**config.mk**
```make
export PLATFORM = sky130hd
export DESIGN_NAME = counter_driver_flat
export DESIGN_NICKNAME = d
export VERILOG_FILES = /design/src/rtl/counter_driver_if.sv /design/src/rtl/counter_driver.sv /design/src/flat_wrapper.sv
export SDC_FILE = /design/constraint.sdc
export NUM_CORES = 1
export LEC_CHECK = 0
export CAP_MARGIN = 20
export CORE_UTILIZATION = 50
export CTS_CLUSTER_DIAMETER = 60
export DETAILED_ROUTE_END_ITERATION = 7
export PLACE_DENSITY_LB_ADDON = 0.05
export SYNTH_ARGS = -nofsm -noshare
export SYNTH_HDL_FRONTEND = slang
export SYNTH_SLANG_ARGS = --single-unit
```
**constraint.sdc**
```tcl
create_clock -name clk_i -period 2.2 [get_ports clk_i]
set_clock_uncertainty 0.2 [all_clocks]
set_input_delay 0.44 -clock clk_i [delete_from_list [all_inputs] [get_ports clk_i]]
set_output_delay 0.44 -clock clk_i [all_outputs]
set_load 0.005 [all_outputs]
```
**src/rtl/counter_driver_if.sv**
```systemverilog
// counter_driver_if: host request, counter pins and status of the counter driver
interface counter_driver_if #(parameter int WRAP_W = 4);
    logic              start;
    logic              abort;
    logic [3:0]        init;
    logic [3:0]        target;
    logic              dir;
    logic [WRAP_W-1:0] passes;
    logic [3:0]        dout;
    logic              cout;
    logic              load;
    logic [3:0]        data;
    logic              ud;
    logic              busy;
    logic              done;
    logic [WRAP_W-1:0] wrap_cnt;
    modport master (output start, abort, init, target, dir, passes, dout, cout,
                    input load, data, ud, busy, done, wrap_cnt);
    modport slave (input start, abort, init, target, dir, passes, dout, cout,
                   output load, data, ud, busy, done, wrap_cnt);
endinterface

```
**src/rtl/counter_driver.sv**
```systemverilog
// counter_driver: loads a 4-bit up/down counter, lets it run and freezes it on the
// requested TARGET occurrence; the counter is parked with LOAD held high between runs.
module counter_driver #(parameter int WRAP_W = 4) (
    input logic           clk_i,
    input logic           rst_i,
    counter_driver_if.slave bus
);
    typedef enum logic [1:0] {IDLE, LOADING, RUN} state_t;
    localparam logic [WRAP_W-1:0] SAT = '1;
    state_t            state_q, state_d;
    logic [3:0]        init_q, init_d, target_q, target_d, park_q, park_d;
    logic              dir_q, dir_d, done_q, done_d;
    logic [WRAP_W-1:0] passes_q, passes_d, pass_q, pass_d, wrap_q, wrap_d;
    logic              load, match, hit, wrap_ev;
    logic [3:0]        data;
    assign match   = bus.dout == target_q;
    assign hit     = match && pass_q == passes_q;
    // COUT right after a wrap lands on 0 (up) or F (down); elsewhere it is a departure
    assign wrap_ev = bus.cout && bus.dout == (dir_q ? 4'h0 : 4'hF);
    always_ff @(posedge clk_i or posedge rst_i) begin
        if (rst_i) begin
            state_q  <= IDLE;
            init_q   <= '0;
            target_q <= '0;
            park_q   <= '0;
            dir_q    <= 1'b1;
            done_q   <= 1'b0;
            passes_q <= '0;
            pass_q   <= '0;
            wrap_q   <= '0;
        end else begin
            state_q  <= state_d;
            init_q   <= init_d;
            target_q <= target_d;
            park_q   <= park_d;
            dir_q    <= dir_d;
            done_q   <= done_d;
            passes_q <= passes_d;
            pass_q   <= pass_d;
            wrap_q   <= wrap_d;
        end
    end
    always_comb begin
        state_d  = state_q;
        init_d   = init_q;
        target_d = target_q;
        park_d   = park_q;
        dir_d    = dir_q;
        done_d   = 1'b0;
        passes_d = passes_q;
        pass_d   = pass_q;
        wrap_d   = wrap_q;
        load     = 1'b1;
        data     = park_q;
        case (state_q)
            IDLE: begin
                if (bus.start) begin
                    init_d   = bus.init;
                    target_d = bus.target;
                    dir_d    = bus.dir;
                    passes_d = bus.passes;
                    wrap_d   = '0;
                    pass_d   = '0;
                    state_d  = LOADING;
                end
            end
            LOADING: begin
                data    = init_q;
                state_d = bus.abort ? IDLE : RUN;
                park_d  = bus.abort ? init_q : park_q;
            end
            RUN: begin
                load   = 1'b0;
                data   = target_q;
                wrap_d = (wrap_ev && wrap_q != SAT) ? wrap_q + 1'b1 : wrap_q;
                // abort outranks a hit; both freeze the counter in this same cycle
                if (bus.abort) begin
                    load    = 1'b1;
                    data    = bus.dout;
                    park_d  = bus.dout;
                    state_d = IDLE;
                end else if (hit) begin
                    load    = 1'b1;
                    park_d  = target_q;
                    done_d  = 1'b1;
                    state_d = IDLE;
                end else if (match && pass_q != SAT) begin
                    pass_d = pass_q + 1'b1;
                end
            end
            default: state_d = IDLE;
        endcase
    end
    assign bus.load     = load;
    assign bus.data     = data;
    assign bus.ud       = dir_q;
    assign bus.busy     = state_q != IDLE;
    assign bus.done     = done_q;
    assign bus.wrap_cnt = wrap_q;
endmodule

```
**src/flat_wrapper.sv**
```systemverilog
// flat-port wrapper written by rule: the top's interface ports become plain ports
module counter_driver_flat 
#(parameter int WRAP_W = 4)
  (clk_i, rst_i, bus_start, bus_abort, bus_init, bus_target, bus_dir, bus_passes, bus_dout, bus_cout, bus_load, bus_data, bus_ud, bus_busy, bus_done, bus_wrap_cnt);
  counter_driver_if #(.WRAP_W(WRAP_W)) bus_i ();
  input logic clk_i;
  input logic rst_i;
  input wire logic [$bits(bus_i.start)-1:0] bus_start;
  input wire logic [$bits(bus_i.abort)-1:0] bus_abort;
  input wire logic [$bits(bus_i.init)-1:0] bus_init;
  input wire logic [$bits(bus_i.target)-1:0] bus_target;
  input wire logic [$bits(bus_i.dir)-1:0] bus_dir;
  input wire logic [$bits(bus_i.passes)-1:0] bus_passes;
  input wire logic [$bits(bus_i.dout)-1:0] bus_dout;
  input wire logic [$bits(bus_i.cout)-1:0] bus_cout;
  output wire logic [$bits(bus_i.load)-1:0] bus_load;
  output wire logic [$bits(bus_i.data)-1:0] bus_data;
  output wire logic [$bits(bus_i.ud)-1:0] bus_ud;
  output wire logic [$bits(bus_i.busy)-1:0] bus_busy;
  output wire logic [$bits(bus_i.done)-1:0] bus_done;
  output wire logic [$bits(bus_i.wrap_cnt)-1:0] bus_wrap_cnt;
  assign bus_i.start = bus_start;
  assign bus_i.abort = bus_abort;
  assign bus_i.init = bus_init;
  assign bus_i.target = bus_target;
  assign bus_i.dir = bus_dir;
  assign bus_i.passes = bus_passes;
  assign bus_i.dout = bus_dout;
  assign bus_i.cout = bus_cout;
  assign bus_load = bus_i.load;
  assign bus_data = bus_i.data;
  assign bus_ud = bus_i.ud;
  assign bus_busy = bus_i.busy;
  assign bus_done = bus_i.done;
  assign bus_wrap_cnt = bus_i.wrap_cnt;
  counter_driver #(.WRAP_W(WRAP_W)) u_core (.clk_i(clk_i), .rst_i(rst_i), .bus(bus_i));
endmodule
```
# Word-level counts from Yosys, hierarchy flattened
# Cells that the tools add are included.
# word_totals
elab_cells,62
input_bits,22
register_bits,28
out_inout_bits,12
# op_classes
n_addsub,2
mux,24
n_reduce_logical,13
eq_ne,14
# ops
cell,count
4-bit two-way mux,10
4-bit one-hot mux with 2 select lines,4
4-bit equality test,3
"4-bit by 1-bit adder with 4-bit output, second input constant",2
2-bit two-way mux,4
"2-bit != test, second input constant",4
"4-bit != test, second input constant",2
2-bit one-hot mux with 3 select lines,1
3-bit AND reduction,2
2-bit nonzero test,3
1-bit two-way mux,5
5-bit AND reduction,1
1-bit logical AND,4
"2-bit by 1-bit != test with 1-bit output, second input constant",2
2-bit AND reduction,2
"3-bit by 2-bit != test with 1-bit output, second input constant",1
"2-bit by 1-bit equality test with 1-bit output, second input constant",1
"2-bit equality test, second input constant",1
2-bit zero test,1

# Longest topological paths before layout
# depth
depth_word,6
mapped_depth,7
depth_no_buf,6

# Least setup slack after synthesis
# No wires, ideal clock.
# synth_timing
path_kind,input -> register
start,input port bus_dout[3]
end,register u_core.wrap_q[2] (netlist: u_core.bus.wrap_cnt[2])
path_buffers,0
arrival_time_ns,1.652
setup_time_ns,0.124
cell_stages,5
required_ns,1.876
slack_ns,0.224
cell_sequence,or4_1 -> mux2i_2 -> and3_4 -> a21oi_2 -> a211o_1
# synth_via
elab_chain_len,5
# synth_rtl
element,line_no,rtl
from (decl),flat_wrapper.sv:14,input wire logic [$bits(bus_i.dout)-1:0] bus_dout;
4-bit equality test,counter_driver.sv:19,assign wrap_ev = bus.cout && bus.dout == (dir_q ? 4'h0 : 4'hF);
1-bit logical AND,counter_driver.sv:19,
1-bit logical AND,counter_driver.sv:75,wrap_d = (wrap_ev && wrap_q != SAT) ? wrap_q + 1'b1 : wrap_q;
2-bit by 1-bit != test with 1-bit output (no source line),n/a,
3-bit AND reduction (no source line),n/a,
to (signal assigned),counter_driver.sv:40,wrap_q <= wrap_d;
to (decl),counter_driver.sv:13,"logic [WRAP_W-1:0] passes_q, passes_d, pass_q, pass_d, wrap_q, wrap_d;"
# No other way between the ends.
# A chain may end at the register's enable or synchronous reset.

# Worst setup path in the final report
# layout_timing
start,register u_core.state_q[1]
end,output port bus_data[1]
# layout_via
elab_chain_len,2
elab_cells_between_ends,3
cone_classes,eq/ne: 2; mux: 1
# layout_rtl
element,line_no,rtl
from (decl),counter_driver.sv:10,"state_t state_q, state_d;"
from (signal assigned),counter_driver.sv:32,state_q <= state_d;
2-bit equality test / 2-bit by 1-bit equality test with 1-bit output (equally long branches),counter_driver.sv:55,case (state_q)
4-bit one-hot mux with 2 select lines *,counter_driver.sv:55,
to (decl),flat_wrapper.sv:17,output wire logic [$bits(bus_i.data)-1:0] bus_data;
# Every way passes the cells marked *; elsewhere a longest branch is shown, timed or not.

==> impl_metrics.xml <==
<?xml version="1.0" encoding="UTF-8"?>
<metrics>
  <group name="run_status">
    <metric name="run_status" unit="">finished, violations left</metric>
    <metric name="failed_checks" unit="">negative setup slack</metric>
  </group>
  <group name="worst_setup_path">
    <metric name="critical_path.reg2reg.startpoint" unit="">u_core.target_q[0]</metric>
    <metric name="r2r_end" unit="">u_core.pass_q[2]</metric>
    <metric name="critPathRequiredTime" unit="ps">1560</metric>
    <metric name="critPathCaptureType" unit="">output pin</metric>
    <metric name="crit_path_max_fanout" unit="">8</metric>
    <metric name="ff2ff_setup_slack" unit="ps">80</metric>
    <metric name="reg2reg_depth" unit="">6</metric>
    <metric name="critical_path.startpoint_type" unit="">flop</metric>
    <metric name="critical_path_buf_inv_count" unit="">3</metric>
    <metric name="cpPeakStageDelay" unit="ps">420</metric>
    <metric name="cpMaxStageDelayCell" unit="">sky130_fd_sc_hd__dfrtp_1</metric>
    <metric name="cp_top_family" unit="">flip-flops</metric>
    <metric name="crit_chain" unit="">buf_6, ha_4, buf_6, nor2b_1, a21oi_1, a21oi_1, buf_2</metric>
    <metric name="cp.arrival" unit="ps">1600</metric>
    <metric name="worst_setup_path_type" unit="">flop to output pin</metric>
  </group>
  <group name="clock_tree">
    <metric name="ctsLongestPathBuffers" unit="">2</metric>
    <metric name="cts_inserted_buffers" unit="">3</metric>
    <metric name="clk_pin_slew_worst_paths" unit="ps">150</metric>
    <metric name="clockRootBuffer" unit="">sky130_fd_sc_hd__clkbuf_4</metric>
    <metric name="clk-insertion-delay-late" unit="ps">340</metric>
    <metric name="numClockSinks" unit="">28</metric>
    <metric name="cts.htree.levels" unit="">1</metric>
    <metric name="tritoncts" unit="">built</metric>
  </group>
  <group name="logic_synthesis">
    <metric name="synth_sequential_area_ratio" unit="%">42.8</metric>
    <metric name="synth_cell_type_count" unit="">34</metric>
    <metric name="yosys_warnings" unit="">0</metric>
    <metric name="netlist_instances" unit="">164</metric>
    <metric name="synth.ff_latch_count" unit="">28</metric>
    <metric name="post_synthesis_cell_area" unit="µm²">1640</metric>
    <metric name="net_count_of_the_mapped_netlist" unit="">192</metric>
    <metric name="syn_area_per_cell" unit="µm²">10.0</metric>
  </group>
  <group name="final_layout">
    <metric name="drive_above_1_share" unit="%">35.2</metric>
    <metric name="flow.area_growth_from_synthesis" unit="%">43.2</metric>
    <metric name="finalCoreUtilization" unit="%">76.4</metric>
    <metric name="nets" unit="">256</metric>
    <metric name="diodes" unit="">0</metric>
  </group>
  <group name="floorplanning">
    <metric name="chipHeight" unit="µm">59.3</metric>
    <metric name="placeableCoreArea" unit="µm²">3080</metric>
    <metric name="dieArea" unit="µm²">3520</metric>
    <metric name="initial_utilization" unit="%">53.3</metric>
    <metric name="dieWidth" unit="µm">59.3</metric>
    <metric name="io_pins" unit="">34</metric>
    <metric name="fp_rows" unit="">20</metric>
  </group>
  <group name="sta">
    <metric name="hold-worst-slack" unit="ps">239</metric>
    <metric name="final.period_utilization" unit="%">102</metric>
    <metric name="grt_setup_unrepaired" unit="">true</metric>
    <metric name="max_slew_margin" unit="%">77.6</metric>
    <metric name="fin_crit" unit="ps">2240</metric>
    <metric name="worst-slew-pin-transition" unit="ps">327</metric>
    <metric name="slew_violations" unit="">0</metric>
    <metric name="achievable-frequency" unit="MHz">447</metric>
    <metric name="timing.final.hold_violations" unit="">0</metric>
    <metric name="worst_case_setup_margin_in_the_final_layout" unit="ps">-36.2</metric>
    <metric name="setup_viol" unit="">4</metric>
  </group>
  <group name="routing">
    <metric name="detail-route-antenna-nets" unit="">0</metric>
    <metric name="detailroute.via_count" unit="">1430</metric>
    <metric name="via_per_inst" unit="">5.28</metric>
    <metric name="detail_route.iter0.violations" unit="">82</metric>
    <metric name="detail_route.first_pass.iterations" unit="">4</metric>
    <metric name="drc" unit="">0</metric>
    <metric name="routed_wirelength" unit="mm">3.72</metric>
    <metric name="routedWlPerCell" unit="µm">13.7</metric>
  </group>
  <group name="global_routing">
    <metric name="grt_start_max_net_pins" unit="">29</metric>
    <metric name="wire_length_of_the_first_global_routing_pass" unit="mm">6.09</metric>
    <metric name="initial_antenna_violation_count" unit="">0</metric>
    <metric name="grt-ovfl-total" unit="">0</metric>
    <metric name="grt_pass1_vias" unit="">1368</metric>
    <metric name="grtUsageTotal" unit="%">23.4</metric>
  </group>
  <group name="placed_design">
    <metric name="post_place_worst_slack" unit="ps">-551</metric>
    <metric name="io_buffer_count" unit="">33</metric>
    <metric name="place_congestion" unit="">0.789</metric>
    <metric name="dp_hpwl" unit="mm">2.75</metric>
  </group>
  <group name="power_and_ir_drop">
    <metric name="comb_power_share" unit="%">55.9</metric>
    <metric name="internal-power" unit="W">0.00154</metric>
    <metric name="seqPwrFrac" unit="%">34.8</metric>
    <metric name="switching_power" unit="W">0.000887</metric>
    <metric name="total_leakage_power" unit="nW">1.05</metric>
    <metric name="switching_share" unit="%">36.6</metric>
    <metric name="ir_drop" unit="mV">0.527</metric>
    <metric name="powerDensity" unit="nW/µm²">1030</metric>
    <metric name="pwr-share-clk" unit="%">9.3</metric>
  </group>
  <group name="hold_path">
    <metric name="hold_path_class" unit="">input port to async pin</metric>
  </group>
  <group name="flow_run">
    <metric name="cap_viol_max_count" unit="">0</metric>
  </group>
</metrics>
final cells by class:
type / count / area (µm²)
clock buffer: 4 / 26.3
fill: 224 / 727
inverter: 7 / 28.8
multi-input combinational: 122 / 976
sequential: 28 / 702
tap: 44 / 55.1
timing repair buffer: 66 / 563
power by group through the flow:
stage               Combinational, W  Sequential (W)  Clock, W
finish                       0.00136        0.000844  0.000225
global route                 0.00149        0.000866  0.000248
CTS                          0.00132        0.000838  0.000231
detailed placement           0.00125        0.000847         0
global placement             0.00122        0.000831         0
floorplan                   0.000723        0.000813         0
cells in the final DEF (no fill, tap or decap), types with 3 or more instances in the layout:
| master | count |
|---|---|
| sky130_fd_sc_hd__a21oi_2 | 4 |
| sky130_fd_sc_hd__o211ai_1 | 4 |
| sky130_fd_sc_hd__mux2i_1 | 5 |
| sky130_fd_sc_hd__nand2_1 | 11 |
| sky130_fd_sc_hd__nand2b_1 | 3 |
| sky130_fd_sc_hd__buf_2 | 5 |
| sky130_fd_sc_hd__a21oi_1 | 11 |
| sky130_fd_sc_hd__mux2_2 | 18 |
| sky130_fd_sc_hd__xor2_1 | 8 |
| sky130_fd_sc_hd__clkdlybuf4s50_1 | 22 |
| sky130_fd_sc_hd__buf_4 | 30 |
| sky130_fd_sc_hd__buf_6 | 3 |
| sky130_fd_sc_hd__dfrtp_1 | 27 |
| sky130_fd_sc_hd__clkbuf_4 | 3 |
| sky130_fd_sc_hd__nor2_1 | 13 |
| sky130_fd_sc_hd__dlygate4sd2_1 | 4 |
| sky130_fd_sc_hd__inv_1 | 5 |
| sky130_fd_sc_hd__a211o_1 | 3 |
| sky130_fd_sc_hd__ha_4 | 3 |
| sky130_fd_sc_hd__ha_1 | 3 |
| sky130_fd_sc_hd__nand3_1 | 9 |
per-stage QoR:
stage          instances  setup TNS, ps  cell area [µm²]  power, W
3_3_place_gp         260          -7130             2200   0.00205
2_1_floorplan        164              0             1640   0.00154
4_1_cts              270           -214             2300   0.00239
3_5_place_dp         260          -7650             2200   0.00210
6_report             271           -111             2350   0.00242
5_1_grt              271           -592             2350   0.00260
per-layer routing:
metal	up-vias	track usage [%]	share of wire, %
met5	-	0	0
met4	0	10.2	2.0
met3	7	2.40	2.6
met2	32	40.0	48
met1	683	30.1	47
li1	708	-	-
logic make-up after synthesis:
| logic type | Yosys count | synth area share [%] |
|---|---|---|
| adders and majority gates | 6 | 4.57 |
| DFF | 28 | 42.8 |
| xor gates and xnor gates | 8 | 4.27 |
| buffers and inverters | 14 | 3.20 |
| and+or+nand+nor | 57 | 18.4 |
| muxes | 26 | 17.5 |
| AOI/OAI and AO/OA | 25 | 9.30 |
cells in the mapped netlist:
cell | n | area (µm²)
sky130_fd_sc_hd__nor3_1 | 2 | 10.0
sky130_fd_sc_hd__nor4b_1 | 1 | 8.76
sky130_fd_sc_hd__nor4_1 | 1 | 6.26
sky130_fd_sc_hd__buf_1 | 2 | 7.51
sky130_fd_sc_hd__and3_4 | 1 | 11.3
sky130_fd_sc_hd__a211o_1 | 3 | 26.3
sky130_fd_sc_hd__dfstp_2 | 1 | 26.3
sky130_fd_sc_hd__o22ai_1 | 1 | 6.26
sky130_fd_sc_hd__ha_1 | 6 | 75.1
sky130_fd_sc_hd__and3_1 | 2 | 12.5
sky130_fd_sc_hd__nor2b_1 | 4 | 25.0
sky130_fd_sc_hd__o21ai_1 | 1 | 5.00
sky130_fd_sc_hd__clkbuf_1 | 5 | 18.8
sky130_fd_sc_hd__mux2i_1 | 7 | 70.1
sky130_fd_sc_hd__mux2_2 | 18 | 203
sky130_fd_sc_hd__nand4_1 | 2 | 12.5
sky130_fd_sc_hd__nor2_1 | 13 | 48.8
sky130_fd_sc_hd__nand4b_1 | 1 | 8.76
sky130_fd_sc_hd__a31oi_1 | 1 | 6.26
sky130_fd_sc_hd__mux2i_2 | 1 | 13.8
sky130_fd_sc_hd__dfrtp_1 | 27 | 676
sky130_fd_sc_hd__inv_1 | 7 | 26.3
sky130_fd_sc_hd__nand2_1 | 11 | 41.3
sky130_fd_sc_hd__or3_1 | 2 | 12.5
sky130_fd_sc_hd__o211ai_1 | 4 | 30.0
sky130_fd_sc_hd__xor2_1 | 8 | 70.1
sky130_fd_sc_hd__nand3b_1 | 2 | 15.0
sky130_fd_sc_hd__or4_1 | 1 | 7.51
sky130_fd_sc_hd__nand2b_1 | 3 | 18.8
sky130_fd_sc_hd__a21oi_1 | 14 | 70.1
sky130_fd_sc_hd__nand3_1 | 9 | 45.0
sky130_fd_sc_hd__nor2_2 | 1 | 6.26
sky130_fd_sc_hd__nor4_2 | 1 | 12.5
sky130_fd_sc_hd__a21oi_2 | 1 | 8.76
worst max path at each step:
stage / start / to / depth (start not counted)
floorplan: bus_dout[3] / u_core.bus.wrap_cnt[2] / 5
global placement: bus_abort / bus_data[0] / 6
detailed placement: bus_abort / bus_data[3] / 6
CTS: u_core.state_q[1] / bus_data[0] / 7
global route: u_core.pass_q[1] / bus_load / 6
finish: u_core.state_q[1] / bus_data[1] / 7
sequential cells by signal (all words and copies together) (netlist names):
signal / flops
u_core.bus.wrap_cnt: 4
u_core.passes_q: 4
u_core.park_q: 4
u_core.pass_q: 4
u_core.init_q: 4
u_core.bus.ud: 1
u_core.bus.done: 1
u_core.target_q: 4
u_core.state_q: 2
repair_timing:
item	CTS	global route
cloned	0	0
hold buffers	0	0
setup buffers	6	1
pin swaps	8	11
resized for setup	40	11
setup endpoints to repair	12	11
worst reg2reg max path, stage by stage, from the launching register on:
cell and delay, ps:
sky130_fd_sc_hd__dfrtp_1 420, sky130_fd_sc_hd__xor2_1 150, sky130_fd_sc_hd__nor4_2 370, sky130_fd_sc_hd__buf_4 180, sky130_fd_sc_hd__nand3b_1 210, sky130_fd_sc_hd__or3_1 410, sky130_fd_sc_hd__o211ai_1 100
(Power assumes the default switching activity.)
